==> config.mk <==
export PLATFORM = sky130hd
export DESIGN_NAME = duty_fader
export DESIGN_NICKNAME = d
export VERILOG_FILES = /design/src/rtl/rgbw_pkg.sv /design/src/rtl/fade_channel.sv /design/src/rtl/duty_fader.sv
export SDC_FILE = /design/constraint.sdc
export NUM_CORES = 1
export LEC_CHECK = 0
export CAP_MARGIN = 10
export CORE_MARGIN = 2
export CORE_UTILIZATION = 33
export CTS_CLUSTER_DIAMETER = 60
export DETAILED_ROUTE_END_ITERATION = 16
export SLEW_MARGIN = 20
export SYNTH_ARGS = -nofsm -noshare
export SYNTH_HDL_FRONTEND = slang
export SYNTH_SLANG_ARGS = --single-unit
export TNS_END_PERCENT = 10
==> constraint.sdc <==
create_clock -name clk -period 5.5 [get_ports clk]
set_input_delay 1.1 -clock clk [delete_from_list [all_inputs] [get_ports clk]]
set_output_delay 1.1 -clock clk [all_outputs]
set_load 0.02 [all_outputs]
==> src/rtl/rgbw_pkg.sv <==
// Shared constants for the RGBW lamp datapath.
//   WIDTH      default duty width in bits (matches pwmGen duty0..duty3)
//   RATE_W     width of the fade step-size input
//   NUM_CH     number of colour channels
//   CH_R..CH_W channel index of each colour inside per-channel arrays
package rgbw_pkg;

  localparam int WIDTH  = 8;
  localparam int RATE_W = 4;
  localparam int NUM_CH = 4;

  localparam int CH_R = 0;
  localparam int CH_G = 1;
  localparam int CH_B = 2;
  localparam int CH_W = 3;

endpackage

==> src/rtl/fade_channel.sv <==
// One colour channel of the duty fader: latched target, ramped duty, and the
// step/clamp logic that moves the duty toward the target by at most `rate`
// LSBs per tick without ever overshooting it.
// Ports:
//   clk, reset  system clock, asynchronous active-low reset
//   tick        fade step enable (already gated by hold at the top level)
//   rate        step size in LSBs; 0 means follow the target instantly
//   target_vld  strobe that loads target_in into the target register
//   target_in   new target duty
//   duty        registered ramped duty
//   at_target   duty equals the latched target
module fade_channel
  import rgbw_pkg::*;
#(
  parameter int W = WIDTH
) (
  input  logic              clk,
  input  logic              reset,
  input  logic              tick,
  input  logic [RATE_W-1:0] rate,
  input  logic              target_vld,
  input  logic [W-1:0]      target_in,
  output logic [W-1:0]      duty,
  output logic              at_target
);

  logic [W-1:0] tgt_q;
  logic [W-1:0] duty_q;
  logic [W-1:0] step_nxt;

  // Distances are formed one bit wider so the comparison against rate can
  // never be fooled by wrap-around. The add/subtract itself only runs when
  // the distance exceeds rate, so it stays inside [0, 2^W-1] at W bits.
  logic [W:0]   d_ext;
  logic [W:0]   t_ext;
  logic [W:0]   r_ext;
  logic [W-1:0] r_w;

  assign d_ext = {1'b0, duty_q};
  assign t_ext = {1'b0, tgt_q};
  assign r_ext = {{(W + 1 - RATE_W){1'b0}}, rate};
  assign r_w   = {{(W - RATE_W){1'b0}}, rate};

  always_comb begin
    step_nxt = duty_q;
    if (t_ext > d_ext) begin
      if ((t_ext - d_ext) <= r_ext) step_nxt = tgt_q;
      else                          step_nxt = duty_q + r_w;
    end else if (t_ext < d_ext) begin
      if ((d_ext - t_ext) <= r_ext) step_nxt = tgt_q;
      else                          step_nxt = duty_q - r_w;
    end
  end

  always_ff @(posedge clk or negedge reset) begin
    if (!reset) begin
      tgt_q  <= '0;
      duty_q <= '0;
    end else begin
      if (target_vld) tgt_q <= target_in;
      // rate==0 bypasses the prescaler and hold: the duty follows the target
      // every cycle, taking a fresh target straight from the inputs.
      if (rate == '0) begin
        duty_q <= target_vld ? target_in : tgt_q;
      end else if (tick) begin
        // Uses the target register before this edge's load, so a target
        // arriving on a tick edge only steers from the following tick.
        duty_q <= step_nxt;
      end
    end
  end

  assign duty      = duty_q;
  assign at_target = (duty_q == tgt_q);

endmodule

==> src/rtl/duty_fader.sv <==
// Slew-rate limiter between colorGen and pwmGen. Ramps the four PWM duties
// toward the latched colour targets in steps of `rate` LSBs every TICK_DIV
// clocks, turning SPI colour changes into smooth fades.
// Ports:
//   clk, reset            system clock, asynchronous active-low reset
//   hold                  pause the prescaler and freeze the fade
//   rate                  step size per tick; 0 = instant
//   target_vld            1-cycle strobe sampling target_r/g/b/w
//   target_r/g/b/w        new target duties
//   duty_r/g/b/w          registered ramped duties (to pwmGen duty0..3)
//   busy                  registered: some duty differed from its target
//                         after the previous edge
//   done                  1-cycle pulse in the first cycle busy reads 0
module duty_fader
  import rgbw_pkg::*;
#(
  parameter int WIDTH    = rgbw_pkg::WIDTH,
  parameter int TICK_DIV = 256
) (
  input  logic              clk,
  input  logic              reset,
  input  logic              hold,
  input  logic [RATE_W-1:0] rate,
  input  logic              target_vld,
  input  logic [WIDTH-1:0]  target_r,
  input  logic [WIDTH-1:0]  target_g,
  input  logic [WIDTH-1:0]  target_b,
  input  logic [WIDTH-1:0]  target_w,
  output logic [WIDTH-1:0]  duty_r,
  output logic [WIDTH-1:0]  duty_g,
  output logic [WIDTH-1:0]  duty_b,
  output logic [WIDTH-1:0]  duty_w,
  output logic              busy,
  output logic              done
);

  localparam logic [15:0] CNT_LAST = 16'(TICK_DIV - 1);

  logic [15:0]      cnt_q;
  logic             tick;
  logic             any_diff;
  logic             busy_q;
  logic             done_q;
  logic [WIDTH-1:0] tgt_ch  [NUM_CH];
  logic [WIDTH-1:0] duty_ch [NUM_CH];
  logic [NUM_CH-1:0] at_target;

  always_ff @(posedge clk or negedge reset) begin
    if (!reset) begin
      cnt_q <= '0;
    end else if (!hold) begin
      cnt_q <= (cnt_q == CNT_LAST) ? 16'd0 : cnt_q + 16'd1;
    end
  end

  assign tick = (cnt_q == CNT_LAST) && !hold;

  assign tgt_ch[CH_R] = target_r;
  assign tgt_ch[CH_G] = target_g;
  assign tgt_ch[CH_B] = target_b;
  assign tgt_ch[CH_W] = target_w;

  for (genvar i = 0; i < NUM_CH; i++) begin : g_ch
    fade_channel #(.W(WIDTH)) u_ch (
      .clk        (clk),
      .reset      (reset),
      .tick       (tick),
      .rate       (rate),
      .target_vld (target_vld),
      .target_in  (tgt_ch[i]),
      .duty       (duty_ch[i]),
      .at_target  (at_target[i])
    );
  end

  assign duty_r = duty_ch[CH_R];
  assign duty_g = duty_ch[CH_G];
  assign duty_b = duty_ch[CH_B];
  assign duty_w = duty_ch[CH_W];

  assign any_diff = ~&at_target;

  // While held, busy keeps its value and no completion is reported; done is
  // raised together with busy falling so it marks the first idle cycle.
  always_ff @(posedge clk or negedge reset) begin
    if (!reset) begin
      busy_q <= 1'b0;
      done_q <= 1'b0;
    end else if (hold) begin
      done_q <= 1'b0;
    end else begin
      busy_q <= any_diff;
      done_q <= busy_q & ~any_diff;
    end
  end

  assign busy = busy_q;
  assign done = done_q;

endmodule

==> results of run 1 <==
## state kept, by name, indices dropped and copies added, names as in the netlist
register / flops
g_ch.u_ch.tgt_q: 32
g_ch.u_ch.duty: 32
done: 1
cnt_q: 16
busy: 1
## worst max path at each step
stage | cells past startpoint | slack [ns] | end | from
floorplan | 13 | 1.95 | g_ch[3].u_ch.duty[7] | g_ch[3].u_ch.duty[1]
global placement | 11 | 0.94 | g_ch[0].u_ch.duty[6] | rate[1]
detailed placement | 11 | 0.92 | g_ch[2].u_ch.duty[4] | rate[1]
CTS | 11 | 1.26 | g_ch[1].u_ch.duty[0] | rate[3]
global route | 11 | 1.06 | g_ch[2].u_ch.duty[2] | rate[1]
finish | 11 | 1.21 | g_ch[2].u_ch.duty[4] | rate[1]
## cell families after synthesis
logic type / share of synthesized area, %
AO/OA/AOI/OAI: 27.1
AND/OR/NAND/NOR: 18.0
buffers and inverters: 7.03
adder cells (fa/ha/maj): 20.5
flip-flops: 21.7
XOR/XNOR: 4.17
multiplexers: 1.51
## worst reg2reg max path: cells and delay by family, from the launching register on
kind | cells | cell delay (ns)
compound gates | 6 | 1.23
xor+xnor | 1 | 0.15
fa+ha+maj | 2 | 0.71
buf+inv | 1 | 0.22
flops | 1 | 0.60
simple gates | 3 | 1.06
## per-layer routing
metal / share of wire (%) / GRT usage (%) / vias up / wire length (um)
li1: - / - / 4324 / -
met4: 2.0 / 5.16 / 0 / 550
met2: 47 / 29.9 / 233 / 12800
met1: 47 / 23.8 / 4164 / 12700
met5: 0 / 0 / - / 0
met3: 4.3 / 2.21 / 38 / 1170
## area by class of cell
class                           instances  share of cell area (%)
Sequential cell                        82                    19.0
Clock buffer                           12                    2.38
Tap cell                              378                    4.39
Timing Repair Buffer                   81                    7.27
Multi-Input combinational cell        931                    62.6
Inverter                              114                    3.97
Antenna cell                            2                  0.0465
Clock inverter                          4                   0.314
## placed cells by master (no fill, tap or decap), types with 11 or more instances in the layout
cell type	netlist	layout
sky130_fd_sc_hd__ha_1	129	129
sky130_fd_sc_hd__inv_1	114	114
sky130_fd_sc_hd__nand2_1	92	92
sky130_fd_sc_hd__o21ai_0	84	84
sky130_fd_sc_hd__nor2_1	83	83
sky130_fd_sc_hd__a21oi_1	82	82
sky130_fd_sc_hd__dfrtp_1	82	82
sky130_fd_sc_hd__clkdlybuf4s50_1	0	71
sky130_fd_sc_hd__xnor2_1	33	33
sky130_fd_sc_hd__nand3_1	26	26
sky130_fd_sc_hd__o22ai_1	25	25
sky130_fd_sc_hd__nand2b_1	24	24
sky130_fd_sc_hd__nor3_1	23	23
sky130_fd_sc_hd__nor2b_1	22	22
sky130_fd_sc_hd__a21o_1	21	21
sky130_fd_sc_hd__fa_1	16	16
sky130_fd_sc_hd__o21a_1	15	15
sky130_fd_sc_hd__o21bai_1	15	15
sky130_fd_sc_hd__a31oi_1	14	14
sky130_fd_sc_hd__o211ai_1	13	13
sky130_fd_sc_hd__xor2_1	12	12
sky130_fd_sc_hd__nand4_1	12	12
sky130_fd_sc_hd__a221oi_1	12	12
sky130_fd_sc_hd__a211oi_1	12	12
sky130_fd_sc_hd__and2_1	11	11
## cell usage after synthesis, types with 6 or more instances
| cell type | count |
|---|---|
| sky130_fd_sc_hd__a21oi_1 | 82 |
| sky130_fd_sc_hd__o22ai_1 | 25 |
| sky130_fd_sc_hd__ha_1 | 129 |
| sky130_fd_sc_hd__o221ai_1 | 7 |
| sky130_fd_sc_hd__a21o_1 | 21 |
| sky130_fd_sc_hd__xor2_1 | 12 |
| sky130_fd_sc_hd__a31oi_1 | 14 |
| sky130_fd_sc_hd__o31ai_1 | 7 |
| sky130_fd_sc_hd__or3_1 | 8 |
| sky130_fd_sc_hd__o21a_1 | 15 |
| sky130_fd_sc_hd__clkbuf_1 | 27 |
| sky130_fd_sc_hd__xnor2_1 | 33 |
| sky130_fd_sc_hd__fa_1 | 16 |
| sky130_fd_sc_hd__and3_1 | 9 |
| sky130_fd_sc_hd__o21bai_1 | 15 |
| sky130_fd_sc_hd__nand2b_1 | 24 |
| sky130_fd_sc_hd__nand4_1 | 12 |
| sky130_fd_sc_hd__o211ai_1 | 13 |
| sky130_fd_sc_hd__o31a_1 | 6 |
| sky130_fd_sc_hd__nor2_1 | 83 |
| sky130_fd_sc_hd__nand2_1 | 92 |
| sky130_fd_sc_hd__inv_1 | 114 |
| sky130_fd_sc_hd__nor2b_1 | 22 |
| sky130_fd_sc_hd__a211oi_1 | 12 |
| sky130_fd_sc_hd__a221oi_1 | 12 |
| sky130_fd_sc_hd__nor3_1 | 23 |
| sky130_fd_sc_hd__nand3_1 | 26 |
| sky130_fd_sc_hd__buf_2 | 17 |
| sky130_fd_sc_hd__a22oi_1 | 8 |
| sky130_fd_sc_hd__nor4_1 | 6 |
| sky130_fd_sc_hd__and4_1 | 7 |
| sky130_fd_sc_hd__and2_1 | 11 |
| sky130_fd_sc_hd__mux2_2 | 6 |
| sky130_fd_sc_hd__o21ai_0 | 84 |
| sky130_fd_sc_hd__dfrtp_1 | 82 |
## stage by stage
stage | power, mW | instance area, sq um | instances | util, % | setup slack, ns
floorplan | 2.73 | 9450 | 1177 | - | 1.95
global placement | 3.36 | 10500 | 1586 | 37.4 | 0.936
detailed placement | 3.39 | 10500 | 1586 | 37.4 | 0.916
CTS | 4.02 | 10800 | 1602 | 38.4 | 1.26
global route | 4.35 | 10800 | 1603 | 38.5 | 1.06
finish | 4.02 | 10800 | 1604 | 38.5 | 1.21
## where the power goes
part	internal, mW	switching, mW	total, mW	leakage, nW
clock	0.336	0.272	0.607	0.140
sequential	0.701	0.195	0.896	1.01
combinational	1.07	1.44	2.52	3.62
total	2.11	1.91	4.02	4.76
==> run_summary.xml, run 1 <==
<?xml version="1.0" encoding="UTF-8"?>
<metrics>
  <group name="yosys">
    <metric name="post-synth-top-area-cell" unit="">sky130_fd_sc_hd__dfrtp_1</metric>
    <metric name="synth_flop_cell" unit="">sky130_fd_sc_hd__dfrtp_1</metric>
    <metric name="average_cell_area_after_synthesis" unit="sq um">8.03</metric>
    <metric name="synth.distinct_cells" unit="">80</metric>
    <metric name="postSynthRegisterBits" unit="">82</metric>
    <metric name="total_standard_cell_area_after_synthesis" unit="sq mm">0.00945</metric>
    <metric name="synth_nets" unit="">1362</metric>
    <metric name="post_synth_inst_count" unit="">1177</metric>
    <metric name="synth_seq_area_share" unit="%">21.7</metric>
    <metric name="synth.top_cells.by_area" unit="">sky130_fd_sc_hd__dfrtp_1 22%, sky130_fd_sc_hd__ha_1 17%, sky130_fd_sc_hd__inv_1 4.5%</metric>
    <metric name="synth-warning-count" unit="">0</metric>
    <metric name="synth_enable_flop_cells" unit="">0</metric>
    <metric name="area_share_of_the_leading_cell_type_in_the_synthesized_netlist" unit="%">21.7</metric>
    <metric name="asyncSetResetFlopFracSynth" unit="%">100</metric>
  </group>
  <group name="clocking">
    <metric name="clk_transition_reported_paths" unit="ns">0.07</metric>
    <metric name="clock_sinks" unit="">82</metric>
    <metric name="clk_root_buffer_cell" unit="">sky130_fd_sc_hd__clkbuf_16</metric>
    <metric name="clockBufferDepth" unit="">2</metric>
    <metric name="cts.hold.buffers_added" unit="">0</metric>
    <metric name="numCtsBuffers" unit="">9</metric>
    <metric name="clock_tree_from_tritoncts" unit="">built</metric>
    <metric name="post_cts_resized" unit="">0</metric>
    <metric name="h-tree-depth" unit="">3</metric>
    <metric name="cts.repair_timing.setup_buffer_count" unit="">0</metric>
    <metric name="clkLatencyLatePin" unit="ns">0.35</metric>
  </group>
  <group name="routing">
    <metric name="detailroute.via_count" unit="">8759</metric>
    <metric name="post_drt_wl_per_cell" unit="um">17.0</metric>
    <metric name="ant_nets" unit="">0</metric>
    <metric name="dr.first_iter.drc_count" unit="">625</metric>
    <metric name="route.detailed.drc" unit="">0</metric>
    <metric name="viasPerCell" unit="">5.46</metric>
    <metric name="detail_route.wirelength" unit="um">27300</metric>
    <metric name="firstDrtPassIters" unit="">5</metric>
  </group>
  <group name="floorplan">
    <metric name="initial_core_util" unit="%">33.7</metric>
    <metric name="fp.dieArea" unit="sq mm">0.0300</metric>
    <metric name="dieWidth" unit="um">173</metric>
    <metric name="die_span_in_y" unit="um">173</metric>
    <metric name="core_box_area" unit="sq mm">0.0280</metric>
    <metric name="io_pins" unit="">74</metric>
    <metric name="std_cell_rows" unit="">61</metric>
  </group>
  <group name="timing">
    <metric name="final_critical_path_share_of_the_clock_period" unit="%">77.9</metric>
    <metric name="clock_skew" unit="ns">0.00934</metric>
    <metric name="worst_pin_slew" unit="ns">0.938</metric>
    <metric name="finalHoldWorstSlack" unit="ns">0.492</metric>
    <metric name="period_minus_ws_final" unit="ns">4.29</metric>
    <metric name="max-slew-margin-rel" unit="%">37.2</metric>
    <metric name="timing.final.setup_violations" unit="">0</metric>
    <metric name="fmax" unit="GHz">0.233</metric>
    <metric name="final.setup.tns" unit="ns">0</metric>
    <metric name="finalMaxSlewViolations" unit="">0</metric>
    <metric name="timing.final.hold_violations" unit="">0</metric>
    <metric name="rsz0062_at_grt" unit="">false</metric>
  </group>
  <group name="pwr">
    <metric name="worst_case_vdd_ir_drop" unit="V">0.000190</metric>
    <metric name="static-leakage-power" unit="nW">4.76</metric>
    <metric name="power_density" unit="mW/mm^2">373</metric>
  </group>
  <group name="setup_path">
    <metric name="worst_path_largest_cell_delay" unit="ns">0.59</metric>
    <metric name="r2r_setup_slack" unit="ns">1.42</metric>
    <metric name="worst_setup_path_start_kind" unit="">primary input</metric>
    <metric name="endpoint_kind" unit="">register</metric>
    <metric name="timing.critical_path.max_delay_family" unit="">compound AO/OA/AOI/OAI gates</metric>
    <metric name="timing.critical_path.slowest_stage_cell" unit="">sky130_fd_sc_hd__inv_1</metric>
    <metric name="worstPathBufferInverterCount" unit="">2</metric>
    <metric name="crit_required" unit="ns">5.74</metric>
    <metric name="reg2regPathDepth" unit="">13</metric>
    <metric name="r2r_start" unit="">g_ch[3].u_ch.duty[1]</metric>
    <metric name="critical_path_cell_list" unit="">clkdlybuf4s50_1 &gt; inv_1 &gt; ha_1 &gt; nor2b_1 &gt; o211ai_1 &gt; a21oi_1 &gt; a2111oi_0 &gt; a21boi_1 &gt; a221oi_1 &gt; a211oi_1 &gt; a311o_1</metric>
    <metric name="critPathKind" unit="">in2reg</metric>
    <metric name="critical_path_peak_fanout" unit="">16</metric>
    <metric name="crit-reg2reg-capture" unit="">g_ch[3].u_ch.duty[2]</metric>
    <metric name="worst-endpoint-arrival" unit="ns">4.52</metric>
  </group>
  <group name="layout">
    <metric name="num-nets-final" unit="">1404</metric>
    <metric name="multi_input_comb_area" unit="sq mm">0.00674</metric>
    <metric name="num-fill-cells" unit="">2837</metric>
    <metric name="ff_latch_area" unit="sq mm">0.00205</metric>
    <metric name="area_delta_synth_final" unit="%">14.0</metric>
    <metric name="drive_gt1_share" unit="%">3.76</metric>
  </group>
  <group name="min_path">
    <metric name="min_delay_path_depth" unit="">1</metric>
    <metric name="hold_path_class" unit="">reg2reg</metric>
    <metric name="holdCritStartpoint" unit="">cnt_q[6]</metric>
    <metric name="hold-path-endpoint" unit="">cnt_q[6]</metric>
  </group>
  <group name="placed_design">
    <metric name="place_hpwl" unit="um">21100</metric>
    <metric name="routabilityCongestion" unit="">0.860</metric>
    <metric name="buffer_ports.inserted" unit="">73</metric>
  </group>
  <group name="run_status">
    <metric name="run_status" unit="">completed</metric>
  </group>
  <group name="global_route">
    <metric name="grt_start_max_net_pins" unit="">51</metric>
    <metric name="globalRoute.totalOverflow" unit="">0</metric>
    <metric name="grt_antenna_before_repair" unit="">1</metric>
    <metric name="wire_length_of_the_first_global_routing_pass" unit="um">43800</metric>
    <metric name="gr_usage_total" unit="%">17.7</metric>
    <metric name="via_count_of_the_first_global_routing_pass" unit="">8409</metric>
  </group>
  <group name="flow_run">
    <metric name="drv.max_cap_violation_count" unit="">0</metric>
  </group>
</metrics>
No activity file was read; power rests on OpenSTA's default activity.
==> inputs of run 2 (changes only) <==
clock period = 4.4 ns   (was 5.5 ns; I/O delays follow)
==> run 2 against run 1 <==
Effect of this change:
- die area did not move
- non-clock buffer count is 8 higher
- critical path depth is 2 higher
- flip-flop and latch count unchanged
- highest routed layer unchanged
- cell area up 0.58%
- global-route usage increased by 0.71 points
- largest cell class unchanged
- worst hold slack worse by 0.012 ns
- combinational power grew 27%
- wire length up 3.4%
- clock power increased by 30%
==> run_summary.xml, run 2 (synthesized netlist as in run 1, its figures left out) <==
<?xml version="1.0" encoding="UTF-8"?>
<metrics>
  <group name="global_route">
    <metric name="grt_start_max_net_pins" unit="">66</metric>
    <metric name="grt_antenna_before_repair" unit="">0</metric>
    <metric name="wire_length_of_the_first_global_routing_pass" unit="um">45300</metric>
    <metric name="globalRoute.totalOverflow" unit="">0</metric>
    <metric name="gr_usage_total" unit="%">18.4</metric>
    <metric name="via_count_of_the_first_global_routing_pass" unit="">8536</metric>
  </group>
  <group name="clocking">
    <metric name="cts.repair_timing.setup_buffer_count" unit="">0</metric>
    <metric name="clkLatencyLatePin" unit="ns">0.36</metric>
    <metric name="clock_sinks" unit="">82</metric>
    <metric name="clockBufferDepth" unit="">2</metric>
    <metric name="cts.hold.buffers_added" unit="">0</metric>
    <metric name="clk_root_buffer_cell" unit="">sky130_fd_sc_hd__clkbuf_16</metric>
    <metric name="numCtsBuffers" unit="">9</metric>
    <metric name="h-tree-depth" unit="">3</metric>
    <metric name="clk_transition_reported_paths" unit="ns">0.07</metric>
    <metric name="post_cts_resized" unit="">0</metric>
    <metric name="clock_tree_from_tritoncts" unit="">built</metric>
  </group>
  <group name="setup_path">
    <metric name="r2r_setup_slack" unit="ns">0.42</metric>
    <metric name="endpoint_kind" unit="">register</metric>
    <metric name="critPathKind" unit="">reg2reg</metric>
    <metric name="crit-reg2reg-capture" unit="">g_ch[3].u_ch.duty[2]</metric>
    <metric name="reg2regPathDepth" unit="">13</metric>
    <metric name="worst-endpoint-arrival" unit="ns">4.22</metric>
    <metric name="crit_required" unit="ns">4.64</metric>
    <metric name="critical_path_peak_fanout" unit="">9</metric>
    <metric name="worst_setup_path_start_kind" unit="">register</metric>
    <metric name="r2r_start" unit="">g_ch[3].u_ch.duty[1]</metric>
  </group>
  <group name="routing">
    <metric name="post_drt_wl_per_cell" unit="um">17.5</metric>
    <metric name="dr.first_iter.drc_count" unit="">610</metric>
    <metric name="ant_nets" unit="">0</metric>
    <metric name="detailroute.via_count" unit="">8868</metric>
    <metric name="viasPerCell" unit="">5.51</metric>
    <metric name="route.detailed.drc" unit="">0</metric>
    <metric name="detail_route.wirelength" unit="um">28200</metric>
    <metric name="firstDrtPassIters" unit="">5</metric>
  </group>
  <group name="layout">
    <metric name="most-common-layout-cells" unit="">129 x sky130_fd_sc_hd__ha_1, 114 x sky130_fd_sc_hd__inv_1, 92 x sky130_fd_sc_hd__nand2_1</metric>
    <metric name="finish.utilization" unit="%">38.7</metric>
    <metric name="diodes" unit="">0</metric>
    <metric name="final_cell_area" unit="sq mm">0.0108</metric>
    <metric name="drive_gt1_share" unit="%">4.46</metric>
    <metric name="mostFrequentLayoutCell" unit="">sky130_fd_sc_hd__ha_1</metric>
    <metric name="num-nets-final" unit="">1412</metric>
    <metric name="ff_latch_area" unit="sq mm">0.00205</metric>
    <metric name="num-fill-cells" unit="">2920</metric>
    <metric name="multi_input_comb_area" unit="sq mm">0.00674</metric>
    <metric name="area_delta_synth_final" unit="%">14.6</metric>
  </group>
  <group name="floorplan">
    <metric name="die_span_in_y" unit="um">173</metric>
    <metric name="io_pins" unit="">74</metric>
    <metric name="std_cell_rows" unit="">61</metric>
    <metric name="dieWidth" unit="um">173</metric>
    <metric name="core_box_area" unit="sq mm">0.0280</metric>
    <metric name="fp.dieArea" unit="sq mm">0.0300</metric>
    <metric name="initial_core_util" unit="%">33.7</metric>
  </group>
  <group name="timing">
    <metric name="timing.final.hold_violations" unit="">0</metric>
    <metric name="final.setup.tns" unit="ns">0</metric>
    <metric name="timing.final.setup_violations" unit="">0</metric>
    <metric name="max-slew-margin-rel" unit="%">33.4</metric>
    <metric name="clock_skew" unit="ns">0.0124</metric>
    <metric name="rsz0062_at_grt" unit="">false</metric>
    <metric name="fmax" unit="GHz">0.251</metric>
    <metric name="worst_pin_slew" unit="ns">0.994</metric>
    <metric name="period_minus_ws_final" unit="ns">3.98</metric>
    <metric name="finalMaxSlewViolations" unit="">0</metric>
    <metric name="final_critical_path_share_of_the_clock_period" unit="%">90.6</metric>
  </group>
  <group name="placed_design">
    <metric name="place_hpwl" unit="um">21400</metric>
    <metric name="routabilityCongestion" unit="">0.914</metric>
    <metric name="buffer_ports.inserted" unit="">73</metric>
    <metric name="place_area" unit="sq mm">0.0105</metric>
  </group>
  <group name="min_path">
    <metric name="hold_path_class" unit="">reg2reg</metric>
    <metric name="hold-path-endpoint" unit="">cnt_q[15]</metric>
    <metric name="holdCritStartpoint" unit="">cnt_q[15]</metric>
    <metric name="min_delay_path_depth" unit="">1</metric>
  </group>
  <group name="pwr">
    <metric name="power_density" unit="mW/mm^2">471</metric>
    <metric name="static-leakage-power" unit="nW">4.81</metric>
    <metric name="worst_case_vdd_ir_drop" unit="V">0.000211</metric>
    <metric name="totalPowerFinal" unit="mW">5.10</metric>
  </group>
  <group name="run_status">
    <metric name="run_status" unit="">completed</metric>
  </group>
  <group name="flow_run">
    <metric name="drv.max_cap_violation_count" unit="">0</metric>
  </group>
</metrics>
==> run 2: changes by cell type in the layout (fill, tap and decap cells not counted) <==
cell and delta:
sky130_fd_sc_hd__buf_4 +8, sky130_fd_sc_hd__diode_2 -2, sky130_fd_sc_hd__clkbuf_1 -1, sky130_fd_sc_hd__inv_8 +1
==> run 2: worst max-delay path by stage <==
stage	from	to	slack, ns	depth (start not counted)
finish	g_ch[3].u_ch.duty[1]	g_ch[3].u_ch.duty[2]	0.42	13
global route	g_ch[3].u_ch.duty[1]	g_ch[3].u_ch.duty[2]	0.11	13
CTS	g_ch[3].u_ch.duty[1]	g_ch[3].u_ch.duty[2]	0.43	13
detailed placement	rate[1]	g_ch[2].u_ch.duty[2]	0.1	11
global placement	rate[1]	g_ch[2].u_ch.duty[4]	0.26	11
floorplan	g_ch[3].u_ch.duty[1]	g_ch[3].u_ch.duty[7]	0.85	13
==> run 2: power by group <==
part           internal (mW)  switching [mW]
Combinational           1.35            1.85
Clock                  0.424           0.367
Sequential             0.876           0.237
==> run 2: per-stage QoR <==
step | hold slack (ns) | setup slack [ns] | std cells
2_1_floorplan | 0.437 | 0.853 | 1177
3_3_place_gp | 0.461 | 0.257 | 1594
6_report | 0.480 | 0.416 | 1610
3_5_place_dp | 0.468 | 0.0995 | 1594
5_1_grt | 0.495 | 0.105 | 1610
4_1_cts | 0.483 | 0.434 | 1610
==> run 2: critical path, stage by stage (launching register included) <==
cell,delay (ns)
sky130_fd_sc_hd__dfrtp_1,0.57
sky130_fd_sc_hd__inv_1,0.19
sky130_fd_sc_hd__ha_1,0.38
sky130_fd_sc_hd__nor2b_1,0.28
sky130_fd_sc_hd__o21ai_0,0.16
sky130_fd_sc_hd__xnor2_1,0.15
sky130_fd_sc_hd__ha_1,0.33
sky130_fd_sc_hd__a21oi_1,0.16
sky130_fd_sc_hd__o21ai_0,0.12
sky130_fd_sc_hd__a2111oi_2,0.29
sky130_fd_sc_hd__or3b_1,0.42
sky130_fd_sc_hd__nand3_1,0.34
sky130_fd_sc_hd__o221ai_1,0.17
sky130_fd_sc_hd__o31a_1,0.29
==> run 2: layout make-up <==
type                       instances  share of cell area (%)
tap                              378                    4.36
sequential                        82                    18.9
timing repair buffer              89                    7.78
inverter                         114                    3.95
clock buffer                      11                    2.33
clock inverter                     5                   0.416
multi-input combinational        931                    62.2
==> run 2: per-layer routing <==
layer	part of all wire, %	wire length (um)	vias to the layer above	track usage (%)
met1	48	13500	4261	25.5
met2	46	13000	227	30.3
met4	1.7	491	0	4.98
met5	0	0	-	0
li1	-	-	4345	-
met3	4.1	1150	35	2.39
==> inputs of run 3 (changes only) <==
CORE_MARGIN = unset   (was 2)
==> run 3 against run 2 <==
Effect of this change:
- clock power is essentially flat
- clock skew grew 0.0048 ns
- combinational power is essentially flat
==> run_summary.xml, run 3 (synthesized netlist as in run 1, its figures left out) <==
<?xml version="1.0" encoding="UTF-8"?>
<metrics>
  <group name="run_status">
    <metric name="run_status" unit="">completed</metric>
  </group>
  <group name="routing">
    <metric name="ant_nets" unit="">0</metric>
    <metric name="viasPerCell" unit="">5.49</metric>
    <metric name="post_drt_wl_per_cell" unit="um">17.5</metric>
    <metric name="detail_route.wirelength" unit="um">28200</metric>
    <metric name="detailroute.via_count" unit="">8859</metric>
    <metric name="firstDrtPassIters" unit="">5</metric>
    <metric name="route.detailed.drc" unit="">0</metric>
    <metric name="dr.first_iter.drc_count" unit="">544</metric>
  </group>
  <group name="clocking">
    <metric name="clk_root_buffer_cell" unit="">sky130_fd_sc_hd__clkbuf_16</metric>
    <metric name="clk_transition_reported_paths" unit="ns">0.07</metric>
    <metric name="clkLatencyLatePin" unit="ns">0.37</metric>
    <metric name="numCtsBuffers" unit="">9</metric>
    <metric name="clockBufferDepth" unit="">2</metric>
    <metric name="cts.repair_timing.setup_buffer_count" unit="">0</metric>
    <metric name="post_cts_resized" unit="">0</metric>
    <metric name="clock_tree_from_tritoncts" unit="">built</metric>
    <metric name="clock_sinks" unit="">82</metric>
    <metric name="cts.hold.buffers_added" unit="">0</metric>
    <metric name="h-tree-depth" unit="">3</metric>
  </group>
  <group name="global_route">
    <metric name="grtUsageMet3" unit="%">2.67</metric>
    <metric name="grt_start_max_net_pins" unit="">64</metric>
    <metric name="gr_usage_total" unit="%">19.7</metric>
    <metric name="grt_busiest_layer" unit="">met2</metric>
    <metric name="wire_length_of_the_first_global_routing_pass" unit="um">45700</metric>
    <metric name="grt.met2_usage" unit="%">32.6</metric>
    <metric name="via_count_of_the_first_global_routing_pass" unit="">8633</metric>
    <metric name="grt_antenna_before_repair" unit="">0</metric>
    <metric name="met1_usage" unit="%">26.3</metric>
    <metric name="globalRoute.totalOverflow" unit="">0</metric>
  </group>
  <group name="timing">
    <metric name="fmax" unit="GHz">0.251</metric>
    <metric name="worst_pin_slew" unit="ns">0.934</metric>
    <metric name="final.setup.tns" unit="ns">0</metric>
    <metric name="rsz0062_at_grt" unit="">false</metric>
    <metric name="timing.final.setup_violations" unit="">0</metric>
    <metric name="timing.final.hold_violations" unit="">0</metric>
    <metric name="final_critical_path_share_of_the_clock_period" unit="%">90.6</metric>
    <metric name="max-slew-margin-rel" unit="%">37.7</metric>
    <metric name="finalMaxSlewViolations" unit="">0</metric>
    <metric name="clock_skew" unit="ns">0.0172</metric>
    <metric name="period_minus_ws_final" unit="ns">3.99</metric>
    <metric name="postLayoutSetupSlackWorst" unit="ns">0.414</metric>
  </group>
  <group name="pwr">
    <metric name="sw_frac_of_total" unit="%">47.9</metric>
    <metric name="power.switching" unit="mW">2.44</metric>
    <metric name="power_density" unit="mW/mm^2">469</metric>
    <metric name="combPwrFrac" unit="%">62.5</metric>
    <metric name="p_int" unit="mW">2.65</metric>
    <metric name="clkPwrFrac" unit="%">15.6</metric>
    <metric name="worst_case_vdd_ir_drop" unit="V">0.000207</metric>
    <metric name="static-leakage-power" unit="nW">4.82</metric>
    <metric name="seq_power_share" unit="%">22.0</metric>
  </group>
  <group name="floorplan">
    <metric name="std_cell_rows" unit="">61</metric>
    <metric name="core_box_area" unit="sq mm">0.0280</metric>
    <metric name="initial_core_util" unit="%">33.7</metric>
    <metric name="dieWidth" unit="um">171</metric>
    <metric name="io_pins" unit="">74</metric>
    <metric name="die_span_in_y" unit="um">171</metric>
    <metric name="fp.dieArea" unit="sq mm">0.0293</metric>
  </group>
  <group name="layout">
    <metric name="num-fill-cells" unit="">2859</metric>
    <metric name="diodes" unit="">0</metric>
    <metric name="area_delta_synth_final" unit="%">14.9</metric>
    <metric name="drive_gt1_share" unit="%">4.70</metric>
    <metric name="num-nets-final" unit="">1415</metric>
    <metric name="most-common-layout-cells" unit="">129 x sky130_fd_sc_hd__ha_1, 114 x sky130_fd_sc_hd__inv_1, 92 x sky130_fd_sc_hd__nand2_1</metric>
    <metric name="mostFrequentLayoutCell" unit="">sky130_fd_sc_hd__ha_1</metric>
  </group>
  <group name="setup_path">
    <metric name="worst-endpoint-arrival" unit="ns">4.23</metric>
    <metric name="critPathKind" unit="">reg2reg</metric>
    <metric name="r2r_setup_slack" unit="ns">0.41</metric>
    <metric name="crit-reg2reg-capture" unit="">g_ch[3].u_ch.duty[2]</metric>
    <metric name="critical_path_peak_fanout" unit="">9</metric>
    <metric name="r2r_start" unit="">g_ch[3].u_ch.duty[1]</metric>
    <metric name="crit_required" unit="ns">4.64</metric>
    <metric name="endpoint_kind" unit="">register</metric>
    <metric name="reg2regPathDepth" unit="">13</metric>
    <metric name="worst_setup_path_start_kind" unit="">register</metric>
  </group>
  <group name="min_path">
    <metric name="hold-path-endpoint" unit="">cnt_q[6]</metric>
    <metric name="hold_path_class" unit="">reg2reg</metric>
    <metric name="min_delay_path_depth" unit="">1</metric>
    <metric name="holdCritStartpoint" unit="">cnt_q[6]</metric>
  </group>
  <group name="placed_design">
    <metric name="place_hpwl" unit="um">21600</metric>
    <metric name="pre_cts_ws" unit="ns">0.138</metric>
    <metric name="buffer_ports.inserted" unit="">73</metric>
    <metric name="routabilityCongestion" unit="">0.876</metric>
  </group>
  <group name="flow_run">
    <metric name="drv.max_cap_violation_count" unit="">0</metric>
  </group>
</metrics>
[run 3: cell count changes in the layout (fill, tap and decap cells not counted)]
cell                    previous run  this run
sky130_fd_sc_hd__buf_4            17        20
[run 3: layer usage]
| layer | share of wire, % | vias to the layer above |
|---|---|---|
| met5 | 0 | - |
| li1 | - | 4358 |
| met2 | 46 | 257 |
| met1 | 47 | 4196 |
| met4 | 2.4 | 0 |
| met3 | 4.8 | 48 |
[run 3: worst max-delay path, cell delays in order, from the launching register on]
cell and delay, ns:
sky130_fd_sc_hd__dfrtp_1 0.54, sky130_fd_sc_hd__inv_1 0.20, sky130_fd_sc_hd__ha_1 0.37, sky130_fd_sc_hd__nor2b_1 0.26, sky130_fd_sc_hd__o21ai_0 0.15, sky130_fd_sc_hd__xnor2_1 0.20
sky130_fd_sc_hd__ha_1 0.29, sky130_fd_sc_hd__a21oi_1 0.15, sky130_fd_sc_hd__o21ai_0 0.12, sky130_fd_sc_hd__a2111oi_2 0.31, sky130_fd_sc_hd__or3b_1 0.43, sky130_fd_sc_hd__nand3_1 0.34
sky130_fd_sc_hd__o221ai_1 0.19, sky130_fd_sc_hd__o31a_1 0.30
[run 3: how the worst max path moves through the flow]
stage                                      end                 start  depth (start not counted)  slack (ns)
final                     g_ch[3].u_ch.duty[2]  g_ch[3].u_ch.duty[1]                         13        0.41
after global routing      g_ch[3].u_ch.duty[2]  g_ch[3].u_ch.duty[1]                         13        0.05
after CTS                 g_ch[3].u_ch.duty[2]  g_ch[3].u_ch.duty[1]                         13        0.43
after detailed placement  g_ch[2].u_ch.duty[4]               rate[1]                         11        0.14
after global placement    g_ch[2].u_ch.duty[4]               rate[1]                         11        0.27
after floorplan           g_ch[3].u_ch.duty[7]  g_ch[3].u_ch.duty[1]                         13        0.85
[run 3: power groups by stage]
stage / sequential (mW) / clock [mW] / combinational, mW
2_1_floorplan: 1.13 / 0 / 2.28
3_3_place_gp: 1.13 / 0 / 3.11
3_5_place_dp: 1.13 / 0 / 3.14
4_1_cts: 1.12 / 0.807 / 3.17
5_1_grt: 1.15 / 0.836 / 3.56
6_report: 1.12 / 0.792 / 3.18
[run 3: cell type report]
| cell class | count | area [sq um] | area share, % |
|---|---|---|---|
| timing repair buffer | 92 | 866 | 7.97 |
| clock buffer | 11 | 253 | 2.33 |
| sequential | 82 | 2050 | 18.9 |
| inverter | 114 | 428 | 3.94 |
| multi-input combinational | 931 | 6740 | 62.1 |
| tap | 378 | 473 | 4.36 |
| clock inverter | 5 | 45.0 | 0.415 |
[run 3: per-stage QoR]
stage	hold slack, ns	util (%)	total power [mW]	std cells	instance area [sq um]
finish	0.494	38.8	5.09	1613	10900
detailed placement	0.474	37.7	4.27	1597	10600
floorplan	0.437	-	3.41	1177	9450
global route	0.513	38.8	5.54	1613	10900
CTS	0.496	38.8	5.09	1613	10900
global placement	0.456	37.7	4.24	1597	10600
